File: src/rtl/sm_stream_accumulator_if.sv
// sm_stream_accumulator_if: sample-in / frame-out handshake bundle for sm_stream_accumulator
interface sm_stream_accumulator_if #(
   parameter int DATA_WIDTH = 4,
   parameter int ACC_WIDTH  = 8
);
   logic                  in_valid;
   logic                  in_ready;
   logic [DATA_WIDTH-1:0] in_data;
   logic                  out_valid;
   logic                  out_ready;
   logic [ACC_WIDTH-1:0]  out_data;
   logic                  out_sat;
   modport master (
      output in_valid, in_data, out_ready,
      input  in_ready, out_valid, out_data, out_sat
   );
   modport slave (
      input  in_valid, in_data, out_ready,
      output in_ready, out_valid, out_data, out_sat
   );
endinterface

File: src/rtl/sm_stream_accumulator.sv
// sm_stream_accumulator: sums COUNT sign-magnitude samples into a saturating two's-complement frame result
module sm_stream_accumulator #(
   parameter int DATA_WIDTH = 4,
   parameter int ACC_WIDTH  = 8,
   parameter int COUNT      = 4
) (
   input logic                    clk,
   input logic                    rst_n,
   sm_stream_accumulator_if.slave s
);
   localparam int CW = $clog2(COUNT + 1);
   typedef enum logic {ACCUM, HOLD} state_t;
   state_t               state, state_next;
   logic [ACC_WIDTH-1:0] acc, sat_sum;
   logic [CW-1:0]        cnt;
   logic                 sticky, in_fire, out_fire, last, clamp;
   logic [ACC_WIDTH:0]   mag, sample, sum;
   assign mag      = (ACC_WIDTH + 1)'(s.in_data[DATA_WIDTH-2:0]);
   assign sample   = s.in_data[DATA_WIDTH-1] ? -mag : mag;
   // one guard bit: overflow shows up as the top two bits disagreeing
   assign sum      = {acc[ACC_WIDTH-1], acc} + sample;
   assign clamp    = sum[ACC_WIDTH] ^ sum[ACC_WIDTH-1];
   assign sat_sum  = clamp ? {sum[ACC_WIDTH], {(ACC_WIDTH-1){~sum[ACC_WIDTH]}}} : sum[ACC_WIDTH-1:0];
   assign in_fire  = s.in_valid && s.in_ready;
   assign out_fire = s.out_valid && s.out_ready;
   assign last     = cnt == CW'(COUNT - 1);
   always_ff @(posedge clk or negedge rst_n)
      if (!rst_n) state <= ACCUM;
      else state <= state_next;
   always_comb
      state_next = (in_fire && last) ? HOLD : out_fire ? ACCUM : state;
   always_comb begin
      s.in_ready  = state == ACCUM;
      s.out_valid = state == HOLD;
   end
   always_ff @(posedge clk or negedge rst_n)
      if (!rst_n) begin
         acc    <= '0;
         cnt    <= '0;
         sticky <= 1'b0;
      end else if (out_fire) begin
         acc    <= '0;
         cnt    <= '0;
         sticky <= 1'b0;
      end else if (in_fire) begin
         acc    <= sat_sum;
         cnt    <= cnt + 1'b1;
         sticky <= sticky | clamp;
      end
   assign s.out_data = acc;
   assign s.out_sat  = sticky;
endmodule

File: src/flat_wrapper.sv
// flat-port wrapper written by rule: the top's interface ports become plain ports
module sm_stream_accumulator_flat 
#(
   parameter int DATA_WIDTH = 4,
   parameter int ACC_WIDTH  = 8,
   parameter int COUNT      = 4
)
  (clk, rst_n, s_in_valid, s_in_data, s_out_ready, s_in_ready, s_out_valid, s_out_data, s_out_sat);
  sm_stream_accumulator_if #(.DATA_WIDTH(DATA_WIDTH), .ACC_WIDTH(ACC_WIDTH)) s_i ();
  input logic clk;
  input logic rst_n;
  input wire logic [$bits(s_i.in_valid)-1:0] s_in_valid;
  input wire logic [$bits(s_i.in_data)-1:0] s_in_data;
  input wire logic [$bits(s_i.out_ready)-1:0] s_out_ready;
  output wire logic [$bits(s_i.in_ready)-1:0] s_in_ready;
  output wire logic [$bits(s_i.out_valid)-1:0] s_out_valid;
  output wire logic [$bits(s_i.out_data)-1:0] s_out_data;
  output wire logic [$bits(s_i.out_sat)-1:0] s_out_sat;
  assign s_i.in_valid = s_in_valid;
  assign s_i.in_data = s_in_data;
  assign s_i.out_ready = s_out_ready;
  assign s_in_ready = s_i.in_ready;
  assign s_out_valid = s_i.out_valid;
  assign s_out_data = s_i.out_data;
  assign s_out_sat = s_i.out_sat;
  sm_stream_accumulator #(.DATA_WIDTH(DATA_WIDTH), .ACC_WIDTH(ACC_WIDTH), .COUNT(COUNT)) u_core (.clk(clk), .rst_n(rst_n), .s(s_i));
endmodule
File: config.mk
export PLATFORM = sky130hd
export DESIGN_NAME = sm_stream_accumulator_flat
export DESIGN_NICKNAME = d
export VERILOG_FILES = /design/src/rtl/sm_stream_accumulator_if.sv /design/src/rtl/sm_stream_accumulator.sv /design/src/flat_wrapper.sv
export SDC_FILE = /design/constraint.sdc
export NUM_CORES = 1
export LEC_CHECK = 0
export ABC_CLOCK_PERIOD_IN_PS = 3300
export CAP_MARGIN = 0
export CORE_MARGIN = 5
export CORE_UTILIZATION = 35
export DETAILED_ROUTE_END_ITERATION = 8
export GPL_TIMING_DRIVEN = 0
export PLACE_DENSITY_LB_ADDON = 0.12
export SYNTH_ARGS = -nofsm -noshare
export SYNTH_HDL_FRONTEND = slang
export SYNTH_SLANG_ARGS = --single-unit
File: constraint.sdc
create_clock -name clk -period 3.3 [get_ports clk]
set_clock_uncertainty 0.1 [all_clocks]
set_input_delay 0.33 -clock clk [delete_from_list [all_inputs] [get_ports clk]]
set_output_delay 0.33 -clock clk [all_outputs]
set_load 0.1 [all_outputs]
After elaboration in Yosys (flattened, before gate mapping):

Cells that the tools add are included.

* bits in writable memories: 0
* latch bits: 0
* memory bits (read-only): 0
* logic and storage cells: 27
* flip-flop bits (word level): 13
* output and inout bits: 11
* memories: 0

* bitwise gates (word level): 4
* $mul: 0
* divide/modulo/power cells: 0
* eq/ne operators: 1
* reductions and logical operators: 5
* shifts and indexed selects: 0
* magnitude comparators: 0
* add/subtract/negate cells: 3
* mux-type cells: 10

Operator list (number)
* two-way mux 8 bit: 3
* adder 9 bit: 1
* two-way mux 9 bit: 1
* negator 3 -> 9 bit: 1
* two-way mux 3 bit: 2
* two-way mux 1 bit: 4
* nonzero test 2 bit: 2
* adder 3 x 1 -> 3 bit (second input constant): 1
* equality test 3 x 2 -> 1 bit (second input constant): 1
* logical AND 1 bit: 3
* NOT 1 bit: 2
* bitwise OR 1 bit: 1
* bitwise XOR 1 bit: 1

Depth between registers and ports, before layout:

Gate-level depths: netlist (run 1).

* depth in word-level cells: 7
* gate-level depth with buffers: 12
* gate-level depth less buffers: 12

Least setup slack after synthesis (run 1):

No wires, ideal clock.

* kind: register -> register
* from: register u_core.acc[0], in the netlist u_core.s.out_data[0]
* to: register u_core.acc[0], in the netlist u_core.s.out_data[0]
* path slack: 134 ps
* arrival time: 2982 ps
* data required time: 3115 ps
* cell stages (with the launch flop): 10
* cells stage by stage: dfrtp_1 -> ha_1 -> inv_1 -> fa_1 -> nand2b_1 -> o2bb2ai_1 -> o31a_2 -> xor2_2 -> maj3_1 -> o21ai_0

* longest elaborated chain between the ends: 5
* elaborated cells between the ends (all ways): 6
* those cells by class: add/sub: 1; mux: 3; bitwise: 2

Ends and longest elaborated chain
* from (decl): line sm_stream_accumulator.sv:14 `logic [ACC_WIDTH-1:0] acc, sat_sum;`
* from (signal assigned): line sm_stream_accumulator.sv:46 `acc <= sat_sum;`
* adder 9 bit *: line sm_stream_accumulator.sv:21 `assign sum = {acc[ACC_WIDTH-1], acc} + sample;`
* bitwise XOR 1 bit or NOT 1 bit (tied branches): line sm_stream_accumulator.sv:22, sm_stream_accumulator.sv:23
* two-way mux 8 bit *: line sm_stream_accumulator.sv:23 `assign sat_sum = clamp ? {sum[ACC_WIDTH], {(ACC_WIDTH-1){~sum[ACC_WIDTH]}}} : sum[ACC_WIDTH-1:0];`
* two-way mux 8 bit *: line sm_stream_accumulator.sv:45 `end else if (in_fire) begin`
* two-way mux 8 bit *: line sm_stream_accumulator.sv:41 `end else if (out_fire) begin`

Mark *: on every way between the ends. The rest lies on a longest branch, timed or not. The select of a mux whose other input is x is not followed.
A chain may end at the register's enable or synchronous reset.

Worst setup path after layout (run 1):

* from: input s_in_data[0]
* to: register u_core.acc[6], in the netlist u_core.s.out_data[6]

* longest elaborated chain between the ends: 7
* elaborated cells between the ends (all ways): 8
* those cells by class: add/sub: 2; mux: 4; bitwise: 2

Ends and longest elaborated chain
* from (decl): line flat_wrapper.sv:13 `input wire logic [$bits(s_i.in_data)-1:0] s_in_data;`
* negator 3 -> 9 bit: line sm_stream_accumulator.sv:19 `assign sample = s.in_data[DATA_WIDTH-1] ? -mag : mag;`
* two-way mux 9 bit *: line sm_stream_accumulator.sv:19
* adder 9 bit *: line sm_stream_accumulator.sv:21
* bitwise XOR 1 bit or NOT 1 bit (tied branches): line sm_stream_accumulator.sv:22, sm_stream_accumulator.sv:23
* two-way mux 8 bit *: line sm_stream_accumulator.sv:23
* two-way mux 8 bit *: line sm_stream_accumulator.sv:45
* two-way mux 8 bit *: line sm_stream_accumulator.sv:41

Marked as above.

==> results of run 1 <==
## flip-flops by register name, indices dropped and copies added (netlist names)
name and cells:
u_core.s.out_data 8, u_core.s.out_valid 1, u_core.s.out_sat 1, u_core.cnt 3
## metrics by stage
step,hold WS [ns],area (µm²),setup WS (ns),cells
after floorplan,-0.0656,1020,0.134,110
after global placement,0.362,1240,-0.322,159
after detailed placement,0.383,1240,-0.331,159
after CTS,0.337,1280,0.0104,163
after global routing,0.377,1320,-0.0123,166
final,0.324,1320,0.156,166
## cell type report
cell class / instances / area [µm²]
tap: 31 / 38.8
buffer: 1 / 3.75
fill: 289 / 1470
inverter: 10 / 37.5
sequential: 13 / 325
multi-input combinational: 86 / 682
timing repair buffer: 21 / 203
clock buffer: 4 / 26.3
## final timing paths
kind | startpoint | end | slack, ns | cells past startpoint
max | s_in_data[0] | u_core.s.out_data[6] | 0.16 | 14
min in group clk | u_core.s.out_sat | u_core.s.out_sat | 0.40 | 2
min | rst_n | u_core.cnt[2] | 0.32 | 1
min reg2reg | u_core.s.out_sat | u_core.s.out_sat | 0.40 | 2
max reg2reg | u_core.s.out_data[0] | u_core.s.out_data[1] | 0.68 | 9
max in group asynchronous | rst_n | u_core.s.out_valid | 2.39 | 1
## cell usage in the layout (no fill, tap or decap), drive strengths merged, types with 2 or more instances in the layout
| cell type | count |
|---|---|
| maj3 | 7 |
| o31a | 2 |
| a21oi | 6 |
| nand2 | 17 |
| clkbuf | 5 |
| a22o | 2 |
| buf | 3 |
| o21ai | 15 |
| clkdlybuf4s50 | 18 |
| nand3 | 2 |
| nor3 | 2 |
| inv | 10 |
| nor2b | 2 |
| ha | 12 |
| dfrtp | 13 |
| xor2 | 6 |
| xnor2 | 2 |
## what timing repair did
item / CTS / global route
setup endpoints to repair: 7 / 8
buffers inserted: 0 / 3
pin swaps: 1 / 3
gates resized for setup: 1 / 7
## worst register-to-register path, stage by stage, from the launching register on
cell,delay (ns)
sky130_fd_sc_hd__dfrtp_1,0.38
sky130_fd_sc_hd__ha_1,0.21
sky130_fd_sc_hd__inv_1,0.07
sky130_fd_sc_hd__fa_2,0.35
sky130_fd_sc_hd__nand2b_1,0.16
sky130_fd_sc_hd__o2bb2ai_2,0.14
sky130_fd_sc_hd__o31a_2,0.38
sky130_fd_sc_hd__xor2_4,0.23
sky130_fd_sc_hd__maj3_1,0.39
sky130_fd_sc_hd__o21ai_1,0.13
## cells by family (layout without fill, tap and decap cells)
group | Yosys count | after routing
compound gates | 31 | 31
xor+xnor | 8 | 8
fa+ha+maj | 20 | 20
buf+inv | 11 | 36
flops | 13 | 13
mux | 1 | 1
simple gates | 26 | 26
## per-layer routing
layer | up-vias | global-route usage, % | part of all wire [%]
met1 | 410 | 15.6 | 49
met5 | - | 0 | 0
met4 | 0 | 0.763 | 0
met2 | 17 | 19.0 | 47
li1 | 438 | - | -
met3 | 0 | 3.85 | 3.8
==> out/results.ini, run 1 <==
[run_status]
outcome=finished clean

[drt]
via_per_inst=5.21
totalWireLength_um=2190
via_count=865
detail_route.wl_per_cell_um=13.2
drt_pass1_iterations=4
drc=0
drt-initial-drc-count=19
antenna_left=0

[logic_synthesis]
share_of_synthesized_cell_area_in_full_adder_half_adder_and_majority_cells_pct=23.4
synth.lib_cells_used.distinct=31
netlist_area_um2=1020
synth.top_cell.area_share_pct=31.7
netlist_top_cells_count=sky130_fd_sc_hd__nand2_1 (16), sky130_fd_sc_hd__o21ai_0 (14), sky130_fd_sc_hd__dfrtp_1 (13)
netlist.top_cell.by_area=sky130_fd_sc_hd__dfrtp_1
synth_top_family_by_area=adder cells
postSynthNetCount=131
post_synth.cell_area_avg_um2=9.32
synthMuxAreaShare_pct=0.977
most_frequently_used_flop_master_after_synthesis=sky130_fd_sc_hd__dfrtp_1
synth-compound-area-share_pct=20.3
synth_most_common_cell=sky130_fd_sc_hd__nand2_1
synth_enable_flop_cells=0
yosys_warnings=0
netlist_instances=110
synth.area.top_cells=sky130_fd_sc_hd__dfrtp_1 (32%), sky130_fd_sc_hd__ha_1 (15%), sky130_fd_sc_hd__maj3_1 (6.8%), sky130_fd_sc_hd__o21ai_0 (6.8%), sky130_fd_sc_hd__nand2_1 (5.9%)
synth-xor-area-share_pct=7.57
synth_simple_gate_area_share_pct=12.0
synth_seq_area_share_pct=31.7
async_set_or_reset_flop_fraction_in_the_synthesized_netlist_pct=100
ys_ff_latch=13

[critical_path]
path_cells=clkdlybuf4s50_1, inv_1, ha_1, ha_1, nand2_1, o21ai_0, ha_1, o21ai_0, nor3_2, mux2i_1, a2111oi_4, buf_4, maj3_1, o21ai_0
crit_path_start_kind=primary input
timing.critical_path.buf_inv=3
worstPathMaxFanout=4
crit_slowest_cell=sky130_fd_sc_hd__clkdlybuf4s50_1
crit_path_max_incr_delay_ns=0.52
cp_required_ns=3.39
cpLargestDelayFamily=adder cells
cp_data_arrival_time_ns=3.24
worst-setup-path-type=in2reg
endpoint_kind=flop

[cts]
cts_hold_buf=0
cts_htree_levels=1
tritoncts=done
clk_pin_slew_worst_paths_ns=0.08
clock_sink_count=13
cts.path.max_buffers=2
clock_latency_ns=0.27
number_of_buffers_created_by_cts=3
clock_tree.root_cell=sky130_fd_sc_hd__clkbuf_4

[cells_and_area]
proportion_of_layout_cells_with_a_drive_suffix_above_1_pct=10.4
finalNetCount=157
number_of_antenna_diodes=0
finalCoreUtilization_pct=47.3
area_growth_syn_to_layout_pct=28.4

[die]
placement_rows=19
die_width_um=64.1
die_h_um=64.1
die_area_um2=4110
placeableCoreArea_um2=2780
start_util_pct=36.8
ioPinCount=19

[timing]
slew_viol_final=0
timing.final.crit_period_ns=3.14
aggregate_negative_setup_slack_ns=0
tightest_slew_ns=0.969
rsz_0062_raised_after_global_routing=true
setup-violations-final=0
fmax_ghz=0.318
period_share_pct=95.3
hold_viol_final=0
slew_headroom_pct=35.2

[global_route]
global_route.overflow_total=0
grtUsageTotal_pct=11.6
initial_antenna_violation_count=0
grt_first_pass_wirelength_um=3910
number_of_global_route_vias_before_repair=879
grt_start_max_net_pins=14

[hold_path]
min_path_type=in2async

[run]
maxCapViolations=0

[place]
place.gp.congestion=0.783
port_buffers=18
dp.final_hpwl_um=1700

Power of run 1 is not shown: default switching activity piles up to over one toggle a cycle in this logic, so the estimate is an artifact.
==> run 2, diff against run 1 <==
--- a/config.mk
+++ b/config.mk
@@ -7,11 +7,15 @@
 export LEC_CHECK = 0
 export ABC_CLOCK_PERIOD_IN_PS = 3300
 export CAP_MARGIN = 0
+export CELL_PAD_IN_SITES_DETAIL_PLACEMENT = 0
+export CELL_PAD_IN_SITES_GLOBAL_PLACEMENT = 1
 export CORE_MARGIN = 5
 export CORE_UTILIZATION = 35
 export DETAILED_ROUTE_END_ITERATION = 8
 export GPL_TIMING_DRIVEN = 0
 export PLACE_DENSITY_LB_ADDON = 0.12
+export REMOVE_ABC_BUFFERS = 1
+export SLEW_MARGIN = 10
 export SYNTH_ARGS = -nofsm -noshare
 export SYNTH_HDL_FRONTEND = slang
 export SYNTH_SLANG_ARGS = --single-unit
==> out/results.ini, run 2 (synthesis gave the netlist of run 1 again) <==
[run_status]
outcome=finished clean

[critical_path]
cp_data_arrival_time_ns=3.24
crit_path_start_kind=primary input
cp_required_ns=3.39
worstPathMaxFanout=9
worst-setup-path-type=in2reg
endpoint_kind=flop

[run]
maxCapViolations=0

[timing]
tightest_slew_ns=0.981
worst_hold_slack_ns=0.326
slew_viol_final=0
hold_viol_final=0
slew_headroom_pct=34.4
timing.final.crit_period_ns=3.15
fmax_ghz=0.317
fin_ws_ns=0.148
period_share_pct=95.5
setup-violations-final=0

[die]
placement_rows=19
ioPinCount=19
die_width_um=64.1
placeableCoreArea_um2=2780
start_util_pct=36.8
die_h_um=64.1
die_area_um2=4110

[place]
detailedPlace.worstSlack_ns=-0.340
port_buffers=18
dp.final_hpwl_um=1740
place.gp.congestion=0.721

[drt]
drt_pass1_iterations=3
via_per_inst=5.09
totalWireLength_um=2200
detail_route.wl_per_cell_um=13.4
via_count=834
antenna_left=0
drc=0
drt-initial-drc-count=11

[hold_path]
min_path_type=in2async

[cts]
cts_htree_levels=1
clock_latency_ns=0.27
clock_sink_count=13
cts_hold_buf=0
clock_tree.root_cell=sky130_fd_sc_hd__clkbuf_4
tritoncts=done
cts.path.max_buffers=2
number_of_buffers_created_by_cts=3
clk_pin_slew_worst_paths_ns=0.08

[cells_and_area]
finalCoreUtilization_pct=47.0
proportion_of_layout_cells_with_a_drive_suffix_above_1_pct=9.77
most-common-layout-cells=sky130_fd_sc_hd__clkdlybuf4s50_1 (18), sky130_fd_sc_hd__nand2_1 (16), sky130_fd_sc_hd__dfrtp_1 (13)
area_growth_syn_to_layout_pct=27.5
final.fill_count=284
finalNetCount=155
number_of_antenna_diodes=0
mostFrequentLayoutCell=sky130_fd_sc_hd__clkdlybuf4s50_1
largest_register_ff_count=8

[global_route]
grt_start_max_net_pins=14
global_route.overflow_total=0
initial_antenna_violation_count=0
grtUsageTotal_pct=11.7
grt_first_pass_wirelength_um=3880
number_of_global_route_vias_before_repair=876

## run 2: layout make-up
type / instances / area (µm²) / area share [%]
Timing Repair Buffer: 20 / 195 / 14.9
Multi-Input combinational cell: 86 / 683 / 52.3
Tap cell: 31 / 38.8 / 2.97
Clock buffer: 4 / 26.3 / 2.01
Inverter: 10 / 37.5 / 2.87
Sequential cell: 13 / 325 / 24.9
## run 2: metrics by stage
| stage | setup TNS [ns] | area (µm²) | std cells |
|---|---|---|---|
| 5_1_grt | -0.00476 | 1310 | 164 |
| 6_report | 0 | 1310 | 164 |
| 2_1_floorplan | 0 | 1020 | 109 |
| 3_3_place_gp | -2.20 | 1240 | 158 |
| 4_1_cts | 0 | 1270 | 162 |
| 3_5_place_dp | -2.59 | 1240 | 158 |
## run 2: worst paths after layout
path | from | to | slack [ns] | cells after the start
max in group asynchronous | rst_n | u_core.s.out_data[1] | 2.39 | 1
max reg2reg | u_core.s.out_data[0] | u_core.s.out_data[1] | 0.64 | 9
min | rst_n | u_core.s.out_sat | 0.33 | 1
min reg2reg | u_core.cnt[2] | u_core.cnt[2] | 0.39 | 2
min in group clk | u_core.cnt[2] | u_core.cnt[2] | 0.39 | 2
max | s_in_data[0] | u_core.s.out_data[1] | 0.15 | 13
## run 2: what timing repair did
item	in CTS	in global routing
endpoints found under the setup margin	7	8
resized for setup	0	8
setup buffers	0	2
pin swaps	1	3
## run 2: worst max-delay path, cell delays in order
cell and delay (ns):
sky130_fd_sc_hd__clkdlybuf4s50_1 0.51, sky130_fd_sc_hd__inv_1 0.06, sky130_fd_sc_hd__ha_1 0.20, sky130_fd_sc_hd__ha_1 0.27
sky130_fd_sc_hd__nand2_1 0.06, sky130_fd_sc_hd__o21ai_0 0.09, sky130_fd_sc_hd__ha_1 0.36, sky130_fd_sc_hd__nand2b_1 0.09
sky130_fd_sc_hd__o2bb2ai_2 0.15, sky130_fd_sc_hd__o31a_2 0.38, sky130_fd_sc_hd__xor2_4 0.23, sky130_fd_sc_hd__maj3_1 0.38
sky130_fd_sc_hd__o21ai_0 0.14
## run 2: per-layer routing
layer,global-route usage [%],wire length (µm),vias to the layer above
li1,-,-,440
met1,15.3,1110,384
met2,19.1,1010,10
met3,4.03,82,0
met4,1.53,0,0
met5,0,0,-
Power of run 2 is left out for the same reason.
